==> src/rtl/alu_muldiv_unit.sv <==
// Iterative RV32/64 M-extension multiply/divide unit.
// One shift-add or restoring-subtract step per cycle over XLEN cycles.
// Divide-by-zero and signed overflow finish in one cycle without iterating.
// Ports:
//   clk     - clock, rising edge
//   reset   - asynchronous active-low reset
//   start   - begin an operation (sampled in IDLE only)
//   funct3  - op select: MUL, MULH, MULHSU, MULHU, DIV, DIVU, REM, REMU
//   a, b    - rs1 / rs2 operands
//   busy    - high while an operation is in flight (RUN and DONE)
//   done    - one-cycle pulse, result valid
//   result  - result of the last completed operation, held until the next
module alu_muldiv_unit #(
   parameter int unsigned XLEN = 32
) (
   input  logic            clk,
   input  logic            reset,
   input  logic            start,
   input  logic [2:0]      funct3,
   input  logic [XLEN-1:0] a,
   input  logic [XLEN-1:0] b,
   output logic            busy,
   output logic            done,
   output logic [XLEN-1:0] result
);

   localparam int unsigned CW   = $clog2(XLEN);
   localparam int unsigned PW   = 2 * XLEN;
   localparam logic [CW-1:0] LAST_STEP = CW'(XLEN - 1);
   localparam logic [XLEN-1:0] MIN_VAL = {1'b1, {(XLEN-1){1'b0}}};

   localparam logic [2:0] OP_MUL    = 3'b000;
   localparam logic [2:0] OP_MULH   = 3'b001;
   localparam logic [2:0] OP_MULHSU = 3'b010;
   localparam logic [2:0] OP_DIV    = 3'b100;
   localparam logic [2:0] OP_REM    = 3'b110;

   typedef enum logic [1:0] {
      IDLE = 2'b00,
      RUN  = 2'b01,
      DONE = 2'b10
   } state_t;

   state_t            state_q, state_d;
   logic [2:0]        op_q, op_d;
   logic              neg_q, neg_d;
   logic [XLEN-1:0]   acc_q, acc_d;    // product high half / partial remainder
   logic [XLEN-1:0]   lo_q, lo_d;      // multiplier->product low half / dividend->quotient
   logic [XLEN-1:0]   opb_q, opb_d;    // |b| (multiplicand-side addend or divisor)
   logic [CW-1:0]     cnt_q, cnt_d;
   logic [XLEN-1:0]   result_q, result_d;
   logic              busy_q, busy_d;
   logic              done_q, done_d;

   // Operand preparation from the live inputs (used only on the start edge)
   logic            a_signed, b_signed, a_neg, b_neg;
   logic [XLEN-1:0] a_mag, b_mag;
   logic            div_zero, div_ovf;

   always_comb begin
      a_signed = (funct3 == OP_MULH) || (funct3 == OP_MULHSU) ||
                 (funct3 == OP_DIV)  || (funct3 == OP_REM);
      b_signed = (funct3 == OP_MULH) || (funct3 == OP_DIV) || (funct3 == OP_REM);
      a_neg    = a_signed && a[XLEN-1];
      b_neg    = b_signed && b[XLEN-1];
      a_mag    = a_neg ? (~a + XLEN'(1)) : a;
      b_mag    = b_neg ? (~b + XLEN'(1)) : b;
      div_zero = funct3[2] && (b == '0);
      div_ovf  = ((funct3 == OP_DIV) || (funct3 == OP_REM)) &&
                 (a == MIN_VAL) && (b == {XLEN{1'b1}});
   end

   // One iteration step for multiply and divide
   logic [XLEN:0]   mul_sum;
   logic [XLEN:0]   div_shift, div_diff;
   logic [XLEN-1:0] step_acc, step_lo;
   logic [PW-1:0]   prod, prod_fix;
   logic [XLEN-1:0] div_val, div_fix;
   logic [XLEN-1:0] final_res;

   always_comb begin
      mul_sum   = {1'b0, acc_q} + {1'b0, (lo_q[0] ? opb_q : '0)};
      div_shift = {acc_q, lo_q[XLEN-1]};
      div_diff  = div_shift - {1'b0, opb_q};
      if (!op_q[2]) begin
         step_acc = mul_sum[XLEN:1];
         step_lo  = {mul_sum[0], lo_q[XLEN-1:1]};
      end else if (!div_diff[XLEN]) begin
         step_acc = div_diff[XLEN-1:0];
         step_lo  = {lo_q[XLEN-2:0], 1'b1};
      end else begin
         step_acc = div_shift[XLEN-1:0];
         step_lo  = {lo_q[XLEN-2:0], 1'b0};
      end
      // Sign fix-up applied on the final step
      prod     = {step_acc, step_lo};
      prod_fix = neg_q ? (~prod + PW'(1)) : prod;
      div_val  = op_q[1] ? step_acc : step_lo;
      div_fix  = neg_q ? (~div_val + XLEN'(1)) : div_val;
      if (!op_q[2]) begin
         final_res = (op_q == OP_MUL) ? prod_fix[XLEN-1:0] : prod_fix[PW-1:XLEN];
      end else begin
         final_res = div_fix;
      end
   end

   // Next-state and datapath control
   always_comb begin
      state_d  = state_q;
      op_d     = op_q;
      neg_d    = neg_q;
      acc_d    = acc_q;
      lo_d     = lo_q;
      opb_d    = opb_q;
      cnt_d    = cnt_q;
      result_d = result_q;

      unique case (state_q)
         IDLE: begin
            if (start) begin
               op_d  = funct3;
               cnt_d = '0;
               if (div_zero) begin
                  result_d = funct3[1] ? a : {XLEN{1'b1}};
                  state_d  = DONE;
               end else if (div_ovf) begin
                  result_d = funct3[1] ? '0 : a;
                  state_d  = DONE;
               end else begin
                  acc_d   = '0;
                  lo_d    = a_mag;
                  opb_d   = b_mag;
                  // Remainder follows the dividend sign; everything else the sign product
                  neg_d   = (funct3 == OP_REM) ? a_neg : (a_neg ^ b_neg);
                  state_d = RUN;
               end
            end
         end
         RUN: begin
            acc_d = step_acc;
            lo_d  = step_lo;
            cnt_d = cnt_q + CW'(1);
            if (cnt_q == LAST_STEP) begin
               result_d = final_res;
               state_d  = DONE;
            end
         end
         DONE: begin
            state_d = IDLE;
         end
         default: begin
            state_d = IDLE;
         end
      endcase

      busy_d = (state_d != IDLE);
      done_d = (state_d == DONE);
   end

   always_ff @(posedge clk or negedge reset) begin
      if (!reset) begin
         state_q  <= IDLE;
         op_q     <= '0;
         neg_q    <= 1'b0;
         acc_q    <= '0;
         lo_q     <= '0;
         opb_q    <= '0;
         cnt_q    <= '0;
         result_q <= '0;
         busy_q   <= 1'b0;
         done_q   <= 1'b0;
      end else begin
         state_q  <= state_d;
         op_q     <= op_d;
         neg_q    <= neg_d;
         acc_q    <= acc_d;
         lo_q     <= lo_d;
         opb_q    <= opb_d;
         cnt_q    <= cnt_d;
         result_q <= result_d;
         busy_q   <= busy_d;
         done_q   <= done_d;
      end
   end

   assign busy   = busy_q;
   assign done   = done_q;
   assign result = result_q;

endmodule

==> config.mk <==
export PLATFORM = sky130hd
export DESIGN_NAME = alu_muldiv_unit
export DESIGN_NICKNAME = d
export VERILOG_FILES = /design/src/rtl/alu_muldiv_unit.sv
export SDC_FILE = /design/constraint.sdc
export NUM_CORES = 1
export LEC_CHECK = 0
export ABC_AREA = 1
export CAP_MARGIN = 20
export CORE_ASPECT_RATIO = 1.2
export CORE_MARGIN = 2
export CORE_UTILIZATION = 45
export CTS_BUF_LIST = sky130_fd_sc_hd__clkbuf_4 sky130_fd_sc_hd__clkbuf_8
export DETAILED_ROUTE_END_ITERATION = 16
export GPL_TIMING_DRIVEN = 1
export HOLD_SLACK_MARGIN = 0.08
export SLEW_MARGIN = 40
export SYNTH_ARGS = -nofsm -noshare
export SYNTH_HDL_FRONTEND = slang
export SYNTH_SLANG_ARGS = --single-unit
==> constraint.sdc <==
create_clock -name clk -period 5.1 [get_ports clk]
set_input_delay 1.275 -clock clk [delete_from_list [all_inputs] [get_ports clk]]
set_output_delay 1.275 -clock clk [all_outputs]
set_load 0.02 [all_outputs]
# Yosys cells after proc, flatten, opt, wreduce, memory -nomap -nowiden
# Index checks and enable logic that the tools add are counted.
# totals
output_inout_bits	34
inputBits	70
elab_cells	94
regBits	141
# op_classes
n_eq_ne	14
addsub	7
mux	35
n_bitwise	7
n_reduce_logical	21
# ops
operator	n
$mux 32	22
$pmux 32 s2	3
$add 32x1->32 const B	3
$not 32->32	3
$add 64x1->64 const B	1
$eq 32x32->1 const B	2
$mux 64	1
$not 64->64	1
$add 32x32->33	1
$sub 33x32->33	1
$logic_not 32->1	1
$reduce_and 4->1	3
$pmux 5 s2	1
$mux 2	4
$ne 2x2->1 const B	4
$eq 3x3->1 const B	2
$logic_or 1x1->1	6
$add 5x1->5 const B	1
$eq 5x5->1 const B	1
$logic_and 1x1->1	5
$mux 5	1
$pmux 2 s2	1
$reduce_and 2->1	2
$reduce_bool 2->1	2
other kinds (10)	12

# Depth between registers and ports, before layout
# Gate-level depths: netlist (run 1).
# depth
ltp_word	10
depth_mapped	37
ltp_nobuf	37

# Least setup slack after synthesis (run 1)
# No wires, ideal clock.
# synth_timing
path_type	register to register
startpoint	register lo_q[31]
endpoint	register result_q[24], in the netlist result[24]
path_stages_with_launch	36
t_required_ps	4983
setup_time_ps	117
synth_period_minus_slack_ps	3983
t_arrival_ps	3866
setup_slack_ps	1117
path_cell_list	dfrtp_1 inv_1 ha_1 inv_1 fa_1 nand2_1 nand2_1 nand3_2 nand2_2 nand2_1 nand2_2 nand2_4 nand3_4 nand3_4 nand2_2 inv_1 ha_1 nand2_1 nor2_1 nand2_1 nor2_2 nand2_1 inv_2 nand4_1 nor3_2 nand3_1 nor3_1 nand3_1 nand2_2 nand2_1 nand2_1 nand3_1 a21oi_1 nand2_1 nand2_1 nand2_1
# synth_between
elab_chain_cells	10
word_cells_on_any_way	16
cone_classes	add/sub (3); mux (11); bitwise (2)
# synth_lines
element	line_no	source
from (decl)	48	logic [XLEN-1:0] lo_q, lo_d;
from (signal assigned)	177	lo_q <= lo_d;
$sub 33x32->33	84	div_diff = div_shift - {1'b0, opb_q};
$mux 1 or $mux 32 (tied branches)	88	end else if (!div_diff[XLEN]) begin
$mux 32	85	if (!op_q[2]) begin
$not 64->64 or $mux 32 (tied branches)	97, 98	
$add 64x1->64 or $not 32->32 (tied branches)	97, 99	
$mux 64 or $add 32x1->32 (tied branches)	97, 99	
$mux 32, on equally long branches	101, 99	
$mux 32 (*)	100	if (!op_q[2]) begin
$mux 32 (*)	143	if (cnt_q == LAST_STEP) begin
$pmux 32 s2 (*)	118	unique case (state_q)
to (signal assigned)	180	result_q <= result_d;
to (decl)	51	logic [XLEN-1:0] result_q, result_d;
# Mark *: on every way between the ends. The rest lies on a longest branch, timed or not. The select of a mux whose other input is x is not followed.
# A chain may end at the register's enable or synchronous reset.

# Final worst setup path (run 1)
# layout_timing
startpoint	register lo_q[31]
endpoint	register result_q[26], in the netlist result[26]
# Same word-level chain as after synthesis.

==> flow_metrics.py, run 1 <==
metrics = {
    "run_status": {
        "status": "finished, final reports clean",
    },
    "floorplan": {
        "rows": 80,
        "die_w_um": 188,
        "die_h_um": 225,
        "start_util_pct": 45.7,
        "io_pins": 104,
        "coreArea_um2": 39900,
        "dieArea_um2": 42200,
    },
    "yosys": {
        "synth_ff_type": "dfrtp_1",
        "synth_cell_type_count": 65,
        "ys_seq_elements": 141,
        "synthArstFlopShare_pct": 100,
        "yosysSeqAreaShare_pct": 19.3,
        "postSynthNetCount": 3267,
        "avgSynthCellArea_um2": 5.85,
        "synth_area_um2": 18300,
        "synth_warnings": 0,
        "synth_edf_count": 0,
        "synthCells": 3124,
    },
    "sta": {
        "min_period_ns": 4.74,
        "fin_setup_tns_ns": 0,
        "hold_slack_ns": 0.498,
        "final_hold_viol_count": 0,
        "drv_slew": 0,
        "period_share_pct": 92.9,
        "worstMarginPinSlew_ns": 0.875,
        "max_freq_mhz": 211,
        "fin_skew_ns": 0.0162,
        "max_slew_margin_pct": 41.2,
        "rsz0062_at_grt": "false",
        "fin_ws_ns": 0.363,
        "setup_viol": 0,
    },
    "place": {
        "dp_hpwl_um": 67000,
        "portBuffers": 103,
        "pre_cts_slack_ns": 0.367,
        "gp_congestion": 1.02,
    },
    "worst_setup_path": {
        "critPathMaxFanout": 8,
        "cpMostUsedCell": "nand2_1",
        "cp-end-kind": "register",
        "cpPeakStageDelay_ns": 0.41,
        "critPathKind": "reg -> reg",
        "critPathLaunchType": "register",
        "cp.arrival_ns": 5.19,
        "slowest_stage": "dfrtp_1",
        "critPathRequiredTime_ns": 5.55,
    },
    "grt": {
        "grt-ovfl-total": 0,
        "grtUsageTotal_pct": 39.6,
        "grt_pass1_wl_um": 125000,
        "grt_max_degree": 91,
        "antenna_found_initial": 1,
        "grt_pass1_vias": 20800,
    },
    "layout": {
        "final_util_pct": 51.2,
        "drive_gt1_share_pct": 8.26,
        "area_growth_syn_to_layout_pct": 11.9,
        "fin_nets": 3364,
        "diodes": 0,
        "fillers": 4224,
    },
    "clock_network": {
        "cts-resized-gates": 0,
        "clockRootBuffer": "clkbuf_8",
        "cts_made_buffers": 17,
        "tritoncts": "done",
        "holdBufCountCts": 0,
        "cts.clk_slew.worst_paths_ns": 0.11,
        "htreeDepth": 4,
        "insertion_delay_ns": 0.56,
        "cts.sinks": 141,
        "cts_max_path_buffers": 2,
        "post_cts.repair.setup_buffers": 0,
    },
    "routing": {
        "first_pass_iters": 6,
        "wl_per_cell_um": 22.3,
        "drcViolationCount": 0,
        "ant_nets": 0,
        "drtIter0Drc": 2105,
        "routed_wirelength_um": 83900,
        "viasPerCell": 5.69,
        "via_count": 21400,
    },
    "hold_path": {
        "worstHoldPathType": "reg -> reg",
    },
    "flow_run": {
        "maxCapViolCount": 0,
    },
}
## cell usage in the layout, fill, tap and decap left out, types with 14 or more instances in the layout
cell	synthesis	layout
nor2_2	13	17
o21ai_0	204	197
nand3_2	17	17
nand2_2	50	51
maj3_1	15	15
nand2_1	924	923
o22ai_1	21	21
clkbuf_8	10	17
o21ai_1	23	30
a21oi_1	171	171
clkdlybuf4s50_1	0	102
ha_1	71	71
inv_1	454	453
xnor2_1	26	26
nand3_1	237	237
nor3_1	46	44
xor2_1	73	73
buf_4	2	77
o221ai_1	24	24
dfrtp_1	141	139
o21bai_1	14	14
nand4_1	54	54
nor2_1	305	300
## state kept, by name, indices dropped and copies added (netlist names)
name     count
neg_q        1
result      32
acc_q       32
busy         1
done         1
cnt_q        5
lo_q        32
op_q         3
opb_q       32
state_q      2
## layout make-up
type	instances	area [um^2]	area share, %
tap	533	667	3.26
multi-input combinational	2412	12400	60.6
timing repair buffer	185	1700	8.30
sequential	141	3530	17.3
clock buffer	17	234	1.14
clock inverter	15	174	0.851
inverter	464	1740	8.52
## through the flow
step / cell area, um^2 / std cells
4_1_cts: 20400 / 3767
2_1_floorplan: 18300 / 3124
3_3_place_gp: 20000 / 3735
6_report: 20400 / 3767
3_5_place_dp: 20000 / 3735
5_1_grt: 20400 / 3767
## critical path: cells and delay by family (launching register included)
family | cells | cell delay (ns)
AND/OR/NAND/NOR | 26 | 2.74
adder cells (fa/ha/maj) | 3 | 0.76
AO/OA/AOI/OAI | 2 | 0.32
buffers and inverters | 4 | 0.39
flip-flops | 1 | 0.41
## synthesized netlist by cell type, types with 10 or more instances
master    number  area share (%)
nand2_1      924              19
inv_1        454             9.3
nor2_1       305             6.3
nand3_1      237             6.5
o21ai_0      204             5.6
a21oi_1      171             4.7
dfrtp_1      141              19
xor2_1        73             3.5
ha_1          71             4.9
clkbuf_1      55             1.1
nand4_1       54             1.8
nand2_2       50             1.7
nor3_1        46             1.3
xnor2_1       26             1.2
o221ai_1      24             1.2
o21ai_1       23            0.63
o22ai_1       21            0.72
buf_2         20            0.55
nand3_2       17            0.93
maj3_1        15            0.82
o21bai_1      14            0.58
nor2_2        13            0.45
o21ai_2       12            0.58
buf_1         10            0.21
clkbuf_8      10            0.75
nand3b_1      10            0.41
or2_2         10            0.34
## final timing paths
check,start,endpoint,slack (ns),depth (start not counted)
max in group asynchronous,reset,opb_q[14],3.37,2
min in group asynchronous,reset,opb_q[13],0.72,1
hold / removal,result[10],result[10],0.50,2
setup / recovery,lo_q[31],result[26],0.36,35
hold reg to reg,result[10],result[10],0.50,2
setup reg to reg,lo_q[31],result[26],0.36,35
## layer usage
| metal | routed length (um) | part of all wire [%] | GRT usage [%] |
|---|---|---|---|
| met2 | 40000 | 48 | 68.4 |
| met4 | 7320 | 8.7 | 30.4 |
| met5 | 0 | 0 | 0 |
| met1 | 31300 | 37 | 45.2 |
| met3 | 5360 | 6.4 | 4.15 |
## cell families (layout without fill, tap and decap cells)
kind of cell | count (synthesis) | after routing | synth area share [%]
AND/OR/NAND/NOR | 1698 | 1698 | 40.4
flip-flops | 141 | 141 | 19.3
buffers and inverters | 571 | 681 | 13.0
adder cells (fa/ha/maj) | 88 | 88 | 5.90
XOR/XNOR | 99 | 99 | 4.75
AO/OA/AOI/OAI | 527 | 527 | 16.6
Power of run 1 is left out: the tool's default activity adds up to more than one toggle a clock period on the data nets, which glitch-free logic cannot reach.
==> run 2: changes to the inputs <==
PLACE_DENSITY = 0.73   (was default)
==> run 2 against run 1 <==
Net effect: clock skew up 0.0033 ns; via count decreased by 1.6%; die area stayed put; highest routed layer is now met5; worst setup slack improved by 0.027 ns; sequential share of layout area increased by 0.12 points; critical path depth is 1 higher; final cell count shrank 0.48%; critical path type unchanged.
==> flow_metrics.py, run 2 (synthesis gave the netlist of run 1 again) <==
metrics = {
    "routing": {
        "viasPerCell": 5.63,
        "via_count": 21100,
        "drcViolationCount": 0,
        "routed_wirelength_um": 72500,
        "first_pass_iters": 8,
        "drtIter0Drc": 1858,
        "ant_nets": 0,
        "wl_per_cell_um": 19.3,
    },
    "layout": {
        "drive_gt1_share_pct": 7.74,
        "final_cell_mix": "nand2_1, inv_1, nor2_1",
        "area_growth_syn_to_layout_pct": 11.1,
        "diodes": 0,
        "final_common_cell": "nand2_1",
        "fin_nets": 3347,
    },
    "floorplan": {
        "rows": 80,
        "die_h_um": 225,
        "start_util_pct": 45.7,
        "die_w_um": 188,
        "dieArea_um2": 42200,
        "io_pins": 104,
        "coreArea_um2": 39900,
    },
    "worst_setup_path": {
        "critPathRequiredTime_ns": 5.52,
        "path_buf_inv": 4,
        "critPathKind": "reg -> reg",
        "critPathMaxFanout": 8,
        "slowest_stage": "dfrtp_1",
        "cpMostUsedCell": "nand2_1",
        "crit_family": "simple AND/OR/NAND/NOR gates",
        "cpPeakStageDelay_ns": 0.38,
        "cp-end-kind": "register",
        "cp.arrival_ns": 5.13,
        "critPathLaunchType": "register",
    },
    "grt": {
        "antenna_found_initial": 1,
        "grt_max_degree": 77,
        "grtUsageMet2_pct": 56.6,
        "grtUsageTotal_pct": 34.4,
        "grt_pass1_vias": 20100,
        "grtUsageMet3_pct": 4.40,
        "met1_usage_pct": 41.0,
        "grt_busiest_layer": "met2",
        "grt-ovfl-total": 0,
        "grt_pass1_wl_um": 112000,
    },
    "sta": {
        "period_share_pct": 92.3,
        "final_hold_viol_count": 0,
        "worstMarginPinSlew_ns": 0.792,
        "setup_viol": 0,
        "hold_slack_ns": 0.488,
        "drv_slew": 0,
        "fin_skew_ns": 0.0195,
        "max_freq_mhz": 212,
        "max_slew_margin_pct": 46.6,
        "min_period_ns": 4.71,
    },
    "run_status": {
        "status": "finished, final reports clean",
    },
    "flow_run": {
        "maxCapViolCount": 0,
    },
    "clock_network": {
        "cts.clk_slew.worst_paths_ns": 0.09,
        "tritoncts": "done",
        "holdBufCountCts": 0,
        "cts_made_buffers": 17,
        "htreeDepth": 4,
        "insertion_delay_ns": 0.53,
        "clockRootBuffer": "clkbuf_8",
        "cts_max_path_buffers": 2,
        "cts.sinks": 141,
    },
    "place": {
        "dp_hpwl_um": 57700,
        "gp_congestion": 1.09,
        "portBuffers": 103,
    },
    "hold_path": {
        "worstHoldPathType": "reg -> reg",
    },
}
==> run 2: worst paths after layout <==
| path | from | depth (start not counted) | slack, ns | endpoint |
|---|---|---|---|---|
| max | lo_q[31] | 36 | 0.39 | result[26] |
| min | result[15] | 2 | 0.49 | result[15] |
| max reg2reg | lo_q[31] | 36 | 0.39 | result[26] |
| min reg2reg | result[15] | 2 | 0.49 | result[15] |
| max in group asynchronous | reset | 2 | 3.46 | acc_q[14] |
| min in group asynchronous | reset | 1 | 0.77 | op_q[0] |
==> run 2: through the flow <==
step	cell area (um^2)	setup TNS, ns	std cells	util, %	setup WS, ns
2_1_floorplan	18300	0	3124	-	1.12
3_3_place_gp	19900	0	3714	49.8	0.382
3_5_place_dp	19900	0	3714	49.8	0.212
4_1_cts	20200	0	3745	50.7	0.190
5_1_grt	20300	-0.0474	3749	50.8	-0.0329
6_report	20300	0	3749	50.8	0.390
==> run 2: worst min-delay path, delay by kind of cell, from the launching register on <==
family | cells | cell delay, ns
simple gates | 2 | 0.10
flops | 1 | 0.35
==> run 2: area by class of cell <==
type,count,area [um^2]
Clock buffer,19,255
Clock inverter,12,113
Fill cell,4346,19600
Inverter,464,1740
Multi-Input combinational cell,2412,12400
Sequential cell,141,3530
Tap cell,533,667
Timing Repair Buffer,168,1580
==> run 2: per-layer routing <==
layer,vias to the layer above,wire length [um]
li1,10200,-
met1,9702,28700
met2,938,32800
met3,244,4830
met4,2,6100
met5,-,8
==> run 2: what timing repair did <==
item,4_1_cts,5_1_grt
buffers inserted,0,4
endpoints found under the setup margin,0,16
resized for setup,0,6
Power of run 2 is left out for the same reason.
